==> config.mk <==
export PLATFORM = sky130hd
export DESIGN_NAME = apb_requester
export DESIGN_NICKNAME = d
export VERILOG_FILES = /design/src/rtl/apb_requester_pkg.sv /design/src/rtl/apb_requester.sv
export SDC_FILE = /design/constraint.sdc
export NUM_CORES = 1
export LEC_CHECK = 0
export ABC_AREA = 0
export BUFFER_PORTS_ARGS = -buffer_cell sky130_fd_sc_hd__buf_4
export CORE_MARGIN = 1
export CORE_UTILIZATION = 49
export CTS_CLUSTER_SIZE = 12
export DETAILED_ROUTE_END_ITERATION = 10
export MAX_ROUTING_LAYER = met4
export PLACE_DENSITY_LB_ADDON = 0.12
export SLEW_MARGIN = 10
export SYNTH_ARGS = -nofsm -noshare
export SYNTH_HDL_FRONTEND = slang
export SYNTH_SLANG_ARGS = --single-unit
==> constraint.sdc <==
create_clock -name i_clk -period 3.4 [get_ports i_clk]
set_input_delay 0.17 -clock i_clk [delete_from_list [all_inputs] [get_ports i_clk]]
set_output_delay 0.17 -clock i_clk [all_outputs]
set_load 0.01 [all_outputs]
==> src/rtl/apb_requester_pkg.sv <==
// Shared types and constants for the APB requester.
package apb_requester_pkg;

   typedef enum logic [1:0] {
      IDLE,
      SETUP,
      ACCESS,
      RESPONSE
   } apb_requester_state_e;

   localparam logic [2:0] APB_PROT_DEFAULT = 3'b000;

endpackage

==> src/rtl/apb_requester.sv <==
// APB initiator: turns single valid/ready commands into APB SETUP/ACCESS transfers.
// Optional ACCESS-phase timeout is compiled in with APB_REQUESTER_TIMEOUT_EN.
module apb_requester
   import apb_requester_pkg::*;
#(
   parameter int ADDRESS_WIDTH  = 7,
   parameter int BUS_WIDTH      = 32,
   parameter int TIMEOUT_CYCLES = 255
) (
   input  logic                     i_clk,
   input  logic                     i_rst,
   input  logic                     i_cmd_valid,
   output logic                     o_cmd_ready,
   input  logic                     i_cmd_write,
   input  logic [ADDRESS_WIDTH-1:0] i_cmd_address,
   input  logic [BUS_WIDTH-1:0]     i_cmd_write_data,
   input  logic [BUS_WIDTH/8-1:0]   i_cmd_strobe,
   output logic                     o_rsp_valid,
   input  logic                     i_rsp_ready,
   output logic [BUS_WIDTH-1:0]     o_rsp_read_data,
   output logic                     o_rsp_error,
   output logic                     o_psel,
   output logic                     o_penable,
   output logic                     o_pwrite,
   output logic [ADDRESS_WIDTH-1:0] o_paddr,
   output logic [2:0]               o_pprot,
   output logic [BUS_WIDTH-1:0]     o_pwdata,
   output logic [BUS_WIDTH/8-1:0]   o_pstrb,
   input  logic                     i_pready,
   input  logic                     i_pslverr,
   input  logic [BUS_WIDTH-1:0]     i_prdata
);

   apb_requester_state_e state_q, state_d;

   logic                     pwrite_q;
   logic [ADDRESS_WIDTH-1:0] paddr_q;
   logic [BUS_WIDTH-1:0]     pwdata_q;
   logic [BUS_WIDTH/8-1:0]   pstrb_q;
   logic [BUS_WIDTH-1:0]     rsp_rdata_q;
   logic                     rsp_error_q;

   logic cmd_fire;
   logic access_end;
   logic timeout_hit;

   assign cmd_fire   = i_cmd_valid && (state_q == IDLE);
   assign access_end = (state_q == ACCESS) && (i_pready || timeout_hit);

`ifdef APB_REQUESTER_TIMEOUT_EN
   localparam int CNT_W = $clog2(TIMEOUT_CYCLES + 1);

   logic [CNT_W-1:0] tmo_cnt_q;

   // Limit is reached on the TIMEOUT_CYCLES-th stalled ACCESS cycle; pready on that cycle still wins.
   assign timeout_hit = (state_q == ACCESS) && !i_pready &&
                        (tmo_cnt_q == CNT_W'(TIMEOUT_CYCLES - 1));

   always_ff @(posedge i_clk or posedge i_rst) begin
      if (i_rst) begin
         tmo_cnt_q <= '0;
      end else if (state_q == SETUP) begin
         tmo_cnt_q <= '0;
      end else if ((state_q == ACCESS) && !i_pready) begin
         tmo_cnt_q <= tmo_cnt_q + 1'b1;
      end
   end
`else
   logic unused_timeout_cfg;

   assign timeout_hit        = 1'b0;
   assign unused_timeout_cfg = (TIMEOUT_CYCLES != 0);
`endif

   // NOTE: sequential state uses non-blocking assignments so every flop samples pre-edge values.
   always_ff @(posedge i_clk or posedge i_rst) begin
      if (i_rst) begin
         state_q <= IDLE;
      end else begin
         state_q <= state_d;
      end
   end

   // NOTE: state_d gets a default before the case so no path leaves it unassigned (no latch).
   always_comb begin
      state_d = state_q;
      case (state_q)
         IDLE:     if (i_cmd_valid) state_d = SETUP;
         SETUP:    state_d = ACCESS;
         ACCESS:   if (i_pready || timeout_hit) state_d = RESPONSE;
         RESPONSE: if (i_rsp_ready) state_d = IDLE;
         default:  state_d = IDLE;
      endcase
   end

   always_comb begin
      o_cmd_ready = 1'b0;
      o_psel      = 1'b0;
      o_penable   = 1'b0;
      o_rsp_valid = 1'b0;
      case (state_q)
         IDLE:     o_cmd_ready = 1'b1;
         SETUP:    o_psel      = 1'b1;
         ACCESS: begin
            o_psel    = 1'b1;
            o_penable = 1'b1;
         end
         RESPONSE: o_rsp_valid = 1'b1;
         default:  o_cmd_ready = 1'b0;
      endcase
   end

   // Write data and strobes are zeroed for reads so PWDATA/PSTRB never carry stale values.
   always_ff @(posedge i_clk or posedge i_rst) begin
      if (i_rst) begin
         pwrite_q    <= 1'b0;
         paddr_q     <= '0;
         pwdata_q    <= '0;
         pstrb_q     <= '0;
         rsp_rdata_q <= '0;
         rsp_error_q <= 1'b0;
      end else begin
         if (cmd_fire) begin
            pwrite_q <= i_cmd_write;
            paddr_q  <= i_cmd_address;
            pwdata_q <= i_cmd_write ? i_cmd_write_data : '0;
            pstrb_q  <= i_cmd_write ? i_cmd_strobe : '0;
         end
         if (access_end) begin
            rsp_rdata_q <= (i_pready && !pwrite_q) ? i_prdata : '0;
            rsp_error_q <= i_pready ? i_pslverr : 1'b1;
         end
      end
   end

   assign o_pwrite        = pwrite_q;
   assign o_paddr         = paddr_q;
   assign o_pwdata        = pwdata_q;
   assign o_pstrb         = pstrb_q;
   assign o_pprot         = APB_PROT_DEFAULT;
   assign o_rsp_read_data = rsp_rdata_q;
   assign o_rsp_error     = rsp_error_q;

endmodule

==> impl_results.html, run 1 <==
<table>
<tr><th>Metric</th><th>Value</th></tr>
<tr><th colspan="2">Outcome</th></tr>
<tr><td>Run status</td><td>finished clean</td></tr>
<tr><th colspan="2">STA</th></tr>
<tr><td>Fmax</td><td>522 MHz</td></tr>
<tr><td>Fin Clk Skew</td><td>0.00713 ns</td></tr>
<tr><td>Ratio of final minimum period to clock period</td><td>56.3%</td></tr>
<tr><td>Setup WS post-layout</td><td>about 1.5 ns</td></tr>
<tr><td>Number of failing setup endpoints in the final timing report</td><td>0</td></tr>
<tr><td>Final setup TNS</td><td>0 ns</td></tr>
<tr><td>Worst-margin pin slew</td><td>~1.0 ns</td></tr>
<tr><td>Slew Limit Headroom</td><td>32.3%</td></tr>
<tr><td>Final worst path period need</td><td>1.91 ns</td></tr>
<tr><td>Final Max Tran Viols</td><td>0</td></tr>
<tr><td>Unrepaired setup endpoints after global routing</td><td>no</td></tr>
<tr><td>Count of final hold-check violations</td><td>0</td></tr>
<tr><th colspan="2">Floorplan</th></tr>
<tr><td>Full die area</td><td>approximately 6900 um2</td></tr>
<tr><td>Initial standard-cell utilization of the core</td><td>50.8%</td></tr>
<tr><td>I/O pin cnt</td><td>166</td></tr>
<tr><td>Row count</td><td>29</td></tr>
<tr><td>X dimension of the die</td><td>roughly 83 um</td></tr>
<tr><td>Core Area</td><td>~6300 um2</td></tr>
<tr><td>Die Height</td><td>83.2 um</td></tr>
<tr><th colspan="2">Drt</th></tr>
<tr><td>DRT Wirelength</td><td>around 7.5 mm</td></tr>
<tr><td>First-pass iteration count of the detailed router</td><td>5</td></tr>
<tr><td>Wire length per cell after detailed routing</td><td>13.2 um</td></tr>
<tr><td>Violation count after the first detailed-route iteration</td><td>~130</td></tr>
<tr><td>Vias per std cell</td><td>4.85</td></tr>
<tr><td>Via count</td><td>approximately 2700</td></tr>
<tr><td>Total DRC errors in the routed layout</td><td>0</td></tr>
<tr><td>Count of nets left with antenna violations after detail routing</td><td>0</td></tr>
<tr><th colspan="2">Power and ir drop</th></tr>
<tr><td>Pwr Density</td><td>around 840 nW/um2</td></tr>
<tr><td>Static leakage power</td><td>0.00241 uW</td></tr>
<tr><td>Peak supply drop</td><td>0.469 mV</td></tr>
<tr><th colspan="2">GRT</th></tr>
<tr><td>GR Layer Usage met3</td><td>6.16%</td></tr>
<tr><td>Met2 Resource Use GR</td><td>a little over a third</td></tr>
<tr><td>Pin count of the biggest net entering global routing</td><td>66</td></tr>
<tr><td>Global routing usage summed across all routing layers</td><td>between 20% and 30%</td></tr>
<tr><td>GRT busiest layer</td><td>met2</td></tr>
<tr><td>Via count of the first global-routing pass</td><td>2697</td></tr>
<tr><td>Met1 track demand over resource</td><td>28.6%</td></tr>
<tr><td>Leftover overflow at the end of global routing</td><td>0</td></tr>
<tr><td>Initial antenna violation count</td><td>0</td></tr>
<tr><td>Wire length of the first global-routing pass</td><td>between 10 and 15 mm</td></tr>
<tr><th colspan="2">Setup path</th></tr>
<tr><td>Depth of the most critical reg-to-reg path</td><td>5</td></tr>
<tr><td>Slack of the worst reg-to-reg path</td><td>1.49 ns</td></tr>
<tr><td>End of the worst register-to-register path</td><td>o_pwdata[4]</td></tr>
<tr><td>CP Launch Type</td><td>register</td></tr>
<tr><td>Startpoint-to-endpoint class of the critical path</td><td>register to register</td></tr>
<tr><td>Worst-path maximum fanout</td><td>45</td></tr>
<tr><td>Cells along the critical path</td><td>inv_1 -&gt; ha_1 -&gt; nand2_2 -&gt; buf_4 -&gt; o21ai_0</td></tr>
<tr><td>Nature of the critical path endpoint</td><td>register</td></tr>
<tr><td>Cell family contributing the most delay on the critical path</td><td>simple AND/OR/NAND/NOR gates</td></tr>
<tr><td>Critical path buffer and inverter count</td><td>2</td></tr>
<tr><td>Worst path max stage delay</td><td>0.54 ns</td></tr>
<tr><td>Arr. time, crit path</td><td>2.12 ns</td></tr>
<tr><td>Cell at the slowest stage of the critical path</td><td>sky130_fd_sc_hd__nand2_2</td></tr>
<tr><td>Critical register-to-register path startpoint</td><td>state_q[0]</td></tr>
<tr><td>Critical path data required time</td><td>3.60 ns</td></tr>
<tr><th colspan="2">Cells and area</th></tr>
<tr><td>Signed area change from the synthesized netlist to the final layout</td><td>43.2%</td></tr>
<tr><td>Share of final-layout standard cells stronger than drive strength 1</td><td>between 30 and 40%</td></tr>
<tr><td>Count of inserted antenna diode cells</td><td>0</td></tr>
<tr><td>Number of nets in the layout</td><td>between 500 and 600</td></tr>
<tr><th colspan="2">Placement</th></tr>
<tr><td>Detailed-placement wirelength estimate</td><td>5.47 mm</td></tr>
<tr><td>Port buffer count</td><td>162</td></tr>
<tr><td>Worst setup timing slack at the placement stage</td><td>1.47 ns</td></tr>
<tr><td>Final weighted congestion in routability-driven placement</td><td>between 0.7 and 0.8</td></tr>
<tr><th colspan="2">Yosys</th></tr>
<tr><td>Fraction of synthesized cell area taken by the top area cell type</td><td>61.3%</td></tr>
<tr><td>Synth Cell Area</td><td>around 3200 um2</td></tr>
<tr><td>Average cell area after synthesis</td><td>9.69 um2</td></tr>
<tr><td>Fraction of the yosys area taken by sequential cells</td><td>roughly three fifths</td></tr>
<tr><td>Number of instances in the synthesized netlist</td><td>333</td></tr>
<tr><td>Count of state elements after synthesis</td><td>79</td></tr>
<tr><td>Cell taking the most area after synthesis</td><td>sky130_fd_sc_hd__dfrtp_1</td></tr>
<tr><td>Count of yosys warnings during synthesis</td><td>0</td></tr>
<tr><td>Main area contributors after synthesis</td><td>sky130_fd_sc_hd__dfrtp_1 (61%), sky130_fd_sc_hd__nand2_1 (12%), sky130_fd_sc_hd__o21ai_0 (11%), sky130_fd_sc_hd__nand2b_1 (6.2%), sky130_fd_sc_hd__mux2_2 (3.1%)</td></tr>
<tr><td>Post-synthesis cell type count</td><td>16</td></tr>
<tr><th colspan="2">CTS</th></tr>
<tr><td>CTS resizes</td><td>0</td></tr>
<tr><td>CTS Buf Count</td><td>9</td></tr>
<tr><td>Clock tree from TritonCTS</td><td>built</td></tr>
<tr><td>H-tree levels</td><td>3</td></tr>
<tr><td>Clock edge transition at the registers on the reported setup and hold paths</td><td>0.07 ns</td></tr>
<tr><td>Clk_lat worst skew</td><td>0.33 ns</td></tr>
<tr><td>Number of hold-repair buffers added at the cts stage</td><td>0</td></tr>
<tr><td>Number of setup buffers added after CTS</td><td>0</td></tr>
<tr><td>Clk sink count</td><td>79</td></tr>
<tr><td>Root Buffer Master</td><td>sky130_fd_sc_hd__clkbuf_8</td></tr>
<tr><td>Longest Clk Path Bufs</td><td>2</td></tr>
<tr><th colspan="2">Worst hold path</th></tr>
<tr><td>Class of the most critical hold timing path</td><td>input pin to asynchronous set/reset pin</td></tr>
<tr><th colspan="2">Flow run</th></tr>
<tr><td>Max Cap Violations</td><td>0</td></tr>
</table>
## logic make-up after synthesis
kind of cell | after synthesis | share of synthesized area (%)
other | 1 | 0.116
buffers and inverters | 31 | 4.15
and+or+nand+nor | 139 | 18.7
AOI/OAI and AO/OA | 69 | 10.9
DFF | 79 | 61.3
adders and majority gates | 3 | 1.16
muxes | 11 | 3.80
## cells in the mapped netlist (all sizes together)
cell and number:
mux2i 1, mux2 10, a222oi 1, nand2b 32, clkbuf 16, nor2 1, conb 1, nand2 106
dfrtp 79, ha 3, inv 6, o21ai 68, buf 9
## sequential cells by signal, indices dropped and copies added, names as in the netlist
signal,cells
o_pwrite,1
o_rsp_error,1
state_q,2
o_pwdata,32
o_paddr,7
o_pstrb,4
o_rsp_read_data,32
## worst max-delay path by stage
stage | start | slack (ns) | depth (start not counted) | end
after floorplan | i_rst | 1.21 | 1 | o_paddr[0]
after global routing | state_q[0] | 1.23 | 6 | o_pwdata[27]
after CTS | state_q[0] | 1.47 | 5 | o_pwdata[6]
after detailed placement | state_q[0] | 1.47 | 5 | o_pwdata[6]
final | state_q[0] | 1.49 | 5 | o_pwdata[4]
after global placement | state_q[0] | 1.53 | 4 | o_rsp_error
## metrics by stage
step | hold slack [ns] | cell area, um2 | util, % | cells | total power, uW
6_report | 0.0401 | 4620 | 72.8 | 565 | 3860
5_1_grt | 0.0449 | 4620 | 72.8 | 565 | 4150
4_1_cts | 0.0510 | 4620 | 72.8 | 565 | 3910
3_5_place_dp | 0.408 | 4460 | 70.2 | 551 | 3310
3_3_place_gp | 0.402 | 4460 | 70.2 | 551 | 3230
2_1_floorplan | 0.314 | 3230 | - | 335 | 2410
## layer usage
metal / wire length [um] / up-vias
met5: 0 / -
met4: 192 / 0
met3: 533 / 16
met2: 3690 / 116
met1: 3060 / 1248
li1: - / 1361
## power breakdown
group | internal [uW] | total [uW] | leakage [uW] | switching [uW]
Clock | 297 | 599 | 0.0000854 | 303
Sequential | 1350 | 1620 | 0.00101 | 267
Combinational | 866 | 1640 | 0.00132 | 778
## placed cells by master, fill, tap and decap left out
master	n
sky130_fd_sc_hd__mux2_1	1
sky130_fd_sc_hd__nand2_1	104
sky130_fd_sc_hd__o21ai_0	68
sky130_fd_sc_hd__mux2i_1	1
sky130_fd_sc_hd__inv_1	5
sky130_fd_sc_hd__nand2b_1	32
sky130_fd_sc_hd__nor2_1	1
sky130_fd_sc_hd__nand2_2	2
sky130_fd_sc_hd__clkbuf_8	11
sky130_fd_sc_hd__a222oi_1	1
sky130_fd_sc_hd__ha_1	3
sky130_fd_sc_hd__clkbuf_1	2
sky130_fd_sc_hd__dfrtp_1	79
sky130_fd_sc_hd__mux2_2	9
sky130_fd_sc_hd__clkinv_2	2
sky130_fd_sc_hd__conb_1	3
sky130_fd_sc_hd__buf_4	164
## area by class of cell
type | count | area [um2]
flip-flops and latches | 79 | 1980
fillers | 484 | 1730
repair buffers | 164 | 1230
multi-input cells | 225 | 1130
clock buffers | 13 | 159
well taps | 77 | 96.3
inverters | 6 | 23.8
clock inverters | 1 | 5.00
Note: power is estimated with default switching activity, not from simulation.
==> run 2, diff against run 1 <==
CORE_UTILIZATION = 45   (was 49)
clock period = 1.85 ns   (was 3.4 ns; I/O delays follow)
==> run 2 against run 1 <==
Net effect: cell count grew 7.4%; first-iteration DRC count is 4.0% higher; clock-buffer cell count fell by 3; sequential share of layout area is 2.3 points lower; die area up 8.7%; non-clock buffer count up 23; register-to-register slack worse by 1.3 ns; via count increased by 1.9%; critical path depth is 1 lower; power is 89% higher; worst hold slack worse by 0.027 ns; critical path type unchanged.
==> impl_results.html, run 2 (same netlist as run 1, synthesis figures left out) <==
<table>
<tr><th>Metric</th><th>Value</th></tr>
<tr><th colspan="2">STA</th></tr>
<tr><td>Fmax</td><td>596 MHz (+14%)</td></tr>
<tr><td>Final setup TNS</td><td>0 ns (unchanged)</td></tr>
<tr><td>Fin Clk Skew</td><td>0.00706 ns (-0.0000707 ns)</td></tr>
<tr><td>Unrepaired setup endpoints after global routing</td><td>no</td></tr>
<tr><td>Worst-margin pin slew</td><td>0.820 ns (-0.195 ns)</td></tr>
<tr><td>Final Max Tran Viols</td><td>0 (unchanged)</td></tr>
<tr><td>Ratio of final minimum period to clock period</td><td>90.7% (+34 points)</td></tr>
<tr><td>Number of failing setup endpoints in the final timing report</td><td>0 (unchanged)</td></tr>
<tr><td>Final worst path period need</td><td>1.68 ns (-0.236 ns)</td></tr>
<tr><td>Slew Limit Headroom</td><td>45.4% (+13 points)</td></tr>
<tr><td>Count of final hold-check violations</td><td>0 (unchanged)</td></tr>
<tr><th colspan="2">Setup path</th></tr>
<tr><td>Cell at the slowest stage of the critical path</td><td>sky130_fd_sc_hd__a222oi_1</td></tr>
<tr><td>Startpoint-to-endpoint class of the critical path</td><td>register to register</td></tr>
<tr><td>Critical path buffer and inverter count</td><td>1 (-1)</td></tr>
<tr><td>Worst path max stage delay</td><td>0.50 ns (-0.04 ns)</td></tr>
<tr><td>Slack of the worst reg-to-reg path</td><td>0.17 ns (-1.31 ns)</td></tr>
<tr><td>Worst-path maximum fanout</td><td>4 (-91%)</td></tr>
<tr><td>Arr. time, crit path</td><td>1.88 ns (-0.24 ns)</td></tr>
<tr><td>Critical path data required time</td><td>2.06 ns (-1.54 ns)</td></tr>
<tr><td>Cells along the critical path</td><td>inv_1 -&gt; ha_1 -&gt; a222oi_1 -&gt; mux2_1</td></tr>
<tr><td>CP Launch Type</td><td>register</td></tr>
<tr><td>Nature of the critical path endpoint</td><td>register</td></tr>
<tr><td>Cell family contributing the most delay on the critical path</td><td>compound AO/OA/AOI/OAI gates</td></tr>
<tr><th colspan="2">Cells and area</th></tr>
<tr><td>Number of cells in the finished layout apart from fillers</td><td>607 (+7.4%)</td></tr>
<tr><td># fillers</td><td>556 (+15%)</td></tr>
<tr><td>Post-route core utilization</td><td>71.1% (-1.6 points)</td></tr>
<tr><td>Commonest cells after routing, fill and taps aside</td><td>sky130_fd_sc_hd__buf_4 (169), sky130_fd_sc_hd__nand2_1 (104), sky130_fd_sc_hd__dfrtp_1 (79), sky130_fd_sc_hd__o21ai_0 (68), sky130_fd_sc_hd__nand2b_1 (32)</td></tr>
<tr><td>Sequential cell area</td><td>1980 um2 (unchanged)</td></tr>
<tr><td>Share of final-layout standard cells stronger than drive strength 1</td><td>38.2% (-0.36 points)</td></tr>
<tr><td>Post-route design area</td><td>4890 um2 (+5.7%)</td></tr>
<tr><td>Multi-input gate area</td><td>1130 um2 (unchanged)</td></tr>
<tr><td>Count of inserted antenna diode cells</td><td>0 (unchanged)</td></tr>
<tr><td>Signed area change from the synthesized netlist to the final layout</td><td>51.4%</td></tr>
<tr><td>Leading cell type in the layout, fill and taps excluded</td><td>sky130_fd_sc_hd__buf_4</td></tr>
<tr><td>Number of nets in the layout</td><td>593 (+4.0%)</td></tr>
<tr><th colspan="2">Drt</th></tr>
<tr><td>Violation count after the first detailed-route iteration</td><td>130 (+4.0%)</td></tr>
<tr><td>Total DRC errors in the routed layout</td><td>0 (unchanged)</td></tr>
<tr><td>Count of nets left with antenna violations after detail routing</td><td>0 (unchanged)</td></tr>
<tr><td>Wl on met1</td><td>3.37 mm (+10%)</td></tr>
<tr><td>Met2 WL</td><td>3.78 mm (+2.4%)</td></tr>
<tr><td>Vias per std cell</td><td>4.60 (-5.2%)</td></tr>
<tr><td>Total length of routed met3 wires</td><td>496 um (-6.9%)</td></tr>
<tr><td>DRT Wirelength</td><td>7.81 mm (+4.4%)</td></tr>
<tr><td>Wire length per cell after detailed routing</td><td>12.9 um (-2.8%)</td></tr>
<tr><td>Top routing layer used</td><td>met4</td></tr>
<tr><td>Via count</td><td>2792 (+1.9%)</td></tr>
<tr><td>First-pass iteration count of the detailed router</td><td>5 (unchanged)</td></tr>
<tr><th colspan="2">Power and ir drop</th></tr>
<tr><td>Static leakage power</td><td>0.00251 uW (+4.2%)</td></tr>
<tr><td>Pwr Density</td><td>1490 nW/um2 (+79%)</td></tr>
<tr><td>Net switching component of the power</td><td>2520 uW (+87%)</td></tr>
<tr><td>Proportion of power drawn by the clock network</td><td>16.6% (+1.1 points)</td></tr>
<tr><td>Share of total power in sequential cells</td><td>40.6% (-1.3 points)</td></tr>
<tr><td>Gate power share</td><td>42.8% (+0.2 points)</td></tr>
<tr><td>Total internal power</td><td>4770 uW (+90%)</td></tr>
<tr><td>Total chip power</td><td>7300 uW (+89%)</td></tr>
<tr><td>Peak supply drop</td><td>0.672 mV (+43%)</td></tr>
<tr><td>Share of total power consumed by net switching</td><td>34.6% (-0.30 points)</td></tr>
<tr><th colspan="2">CTS</th></tr>
<tr><td>Root Buffer Master</td><td>sky130_fd_sc_hd__clkbuf_8</td></tr>
<tr><td>CTS Buf Count</td><td>9 (unchanged)</td></tr>
<tr><td>H-tree levels</td><td>3 (unchanged)</td></tr>
<tr><td>Longest Clk Path Bufs</td><td>2 (unchanged)</td></tr>
<tr><td>Clk_lat worst skew</td><td>0.33 ns (about the same)</td></tr>
<tr><td>Clock edge transition at the registers on the reported setup and hold paths</td><td>0.08 ns (about the same)</td></tr>
<tr><td>Clock tree from TritonCTS</td><td>built</td></tr>
<tr><td>Clk sink count</td><td>79 (unchanged)</td></tr>
<tr><td>CTS resizes</td><td>0 (unchanged)</td></tr>
<tr><th colspan="2">Placement</th></tr>
<tr><td>Cell count after placement</td><td>575 (+4.4%)</td></tr>
<tr><td>Port buffer count</td><td>162 (unchanged)</td></tr>
<tr><td>Detailed-placement wirelength estimate</td><td>5.42 mm (-0.99%)</td></tr>
<tr><td>Final weighted congestion in routability-driven placement</td><td>0.714 (-10%)</td></tr>
<tr><td>Post-Place Cell Area</td><td>4520 um2 (+1.4%)</td></tr>
<tr><th colspan="2">Floorplan</th></tr>
<tr><td>Full die area</td><td>7510 um2 (+8.7%)</td></tr>
<tr><td>Die Height</td><td>86.7 um (+4.2%)</td></tr>
<tr><td>Initial standard-cell utilization of the core</td><td>47.0% (-3.8 points)</td></tr>
<tr><td>I/O pin cnt</td><td>166 (unchanged)</td></tr>
<tr><td>Core Area</td><td>6870 um2 (+8.2%)</td></tr>
<tr><td>Row count</td><td>30 (+3.4%)</td></tr>
<tr><td>X dimension of the die</td><td>86.7 um (+4.2%)</td></tr>
<tr><th colspan="2">GRT</th></tr>
<tr><td>Initial antenna violation count</td><td>0 (unchanged)</td></tr>
<tr><td>Pin count of the biggest net entering global routing</td><td>43 (-35%)</td></tr>
<tr><td>Global routing usage summed across all routing layers</td><td>22.3% (-1.0 points)</td></tr>
<tr><td>Leftover overflow at the end of global routing</td><td>0 (unchanged)</td></tr>
<tr><td>Wire length of the first global-routing pass</td><td>12.5 mm (+0.94%)</td></tr>
<tr><td>Via count of the first global-routing pass</td><td>2623 (-2.7%)</td></tr>
<tr><th colspan="2">Outcome</th></tr>
<tr><td>Run status</td><td>finished clean</td></tr>
<tr><th colspan="2">Flow run</th></tr>
<tr><td>Max Cap Violations</td><td>0 (unchanged)</td></tr>
<tr><th colspan="2">Worst hold path</th></tr>
<tr><td>Class of the most critical hold timing path</td><td>input pin to register</td></tr>
</table>
[run 2: cell types whose count changed in the layout (fill, tap and decap cells not counted)]
cell	previous run	this run
sky130_fd_sc_hd__clkbuf_1	2	0
sky130_fd_sc_hd__dlygate4sd3_1	0	18
sky130_fd_sc_hd__buf_4	164	169
sky130_fd_sc_hd__clkbuf_8	11	10
sky130_fd_sc_hd__clkinvlp_4	0	2
sky130_fd_sc_hd__bufinv_16	0	1
[run 2: worst reg2reg max path: stages (launching register included)]
cell                       delay (ns)
sky130_fd_sc_hd__dfrtp_1         0.35
sky130_fd_sc_hd__inv_1           0.07
sky130_fd_sc_hd__ha_1            0.25
sky130_fd_sc_hd__a222oi_1        0.50
sky130_fd_sc_hd__mux2_1          0.39
[run 2: power groups by stage]
| stage | combinational (uW) | clock [uW] | sequential, uW |
|---|---|---|---|
| 2_1_floorplan | 1200 | 0 | 3240 |
| 3_3_place_gp | 3030 | 0 | 2960 |
| 3_5_place_dp | 3130 | 0 | 2990 |
| 4_1_cts | 3160 | 1250 | 2970 |
| 5_1_grt | 3470 | 1330 | 3060 |
| 6_report | 3130 | 1210 | 2960 |
[run 2: worst paths after layout]
check / end / from / cells after the start
max in group asynchronous: o_pwdata[28] / i_rst / 4
worst min register to register: o_pwdata[31] / o_pwdata[31] / 2
worst max-delay path: state_q[1] / state_q[0] / 4
worst min-delay path: o_pwdata[24] / i_cmd_write_data[24] / 3
min in group asynchronous: o_pwdata[31] / i_rst / 4
worst max register to register: state_q[1] / state_q[0] / 4
[run 2: area by class of cell]
class                   instances  share of cell area (%)
inverters                       6                   0.538
flip-flops and latches         79                    40.5
well taps                      96                    2.46
clock inverters                 4                   0.973
multi-input cells             225                    23.1
repair buffers                187                    29.7
clock buffers                  10                    2.82
[run 2: what timing repair did]
item                      CTS  global route
buffers inserted            0             0
hold endpoints to repair   96             0
hold buffers               18             0
[run 2: metal layers]
metal | global-route usage [%] | up-vias
met5 | - | -
met4 | 9.55 | 0
met3 | 4.86 | 14
met2 | 34.8 | 105
met1 | 28.3 | 1266
li1 | - | 1407
[run 2: through the flow]
stage | setup WS [ns] | hold slack [ns]
after detailed placement | 0.164 | 0.268
after global placement | 0.279 | 0.268
after global routing | 0.0494 | 0.00158
after CTS | 0.154 | 0.0000298
after floorplan | 0.288 | 0.237
final | 0.172 | 0.0127
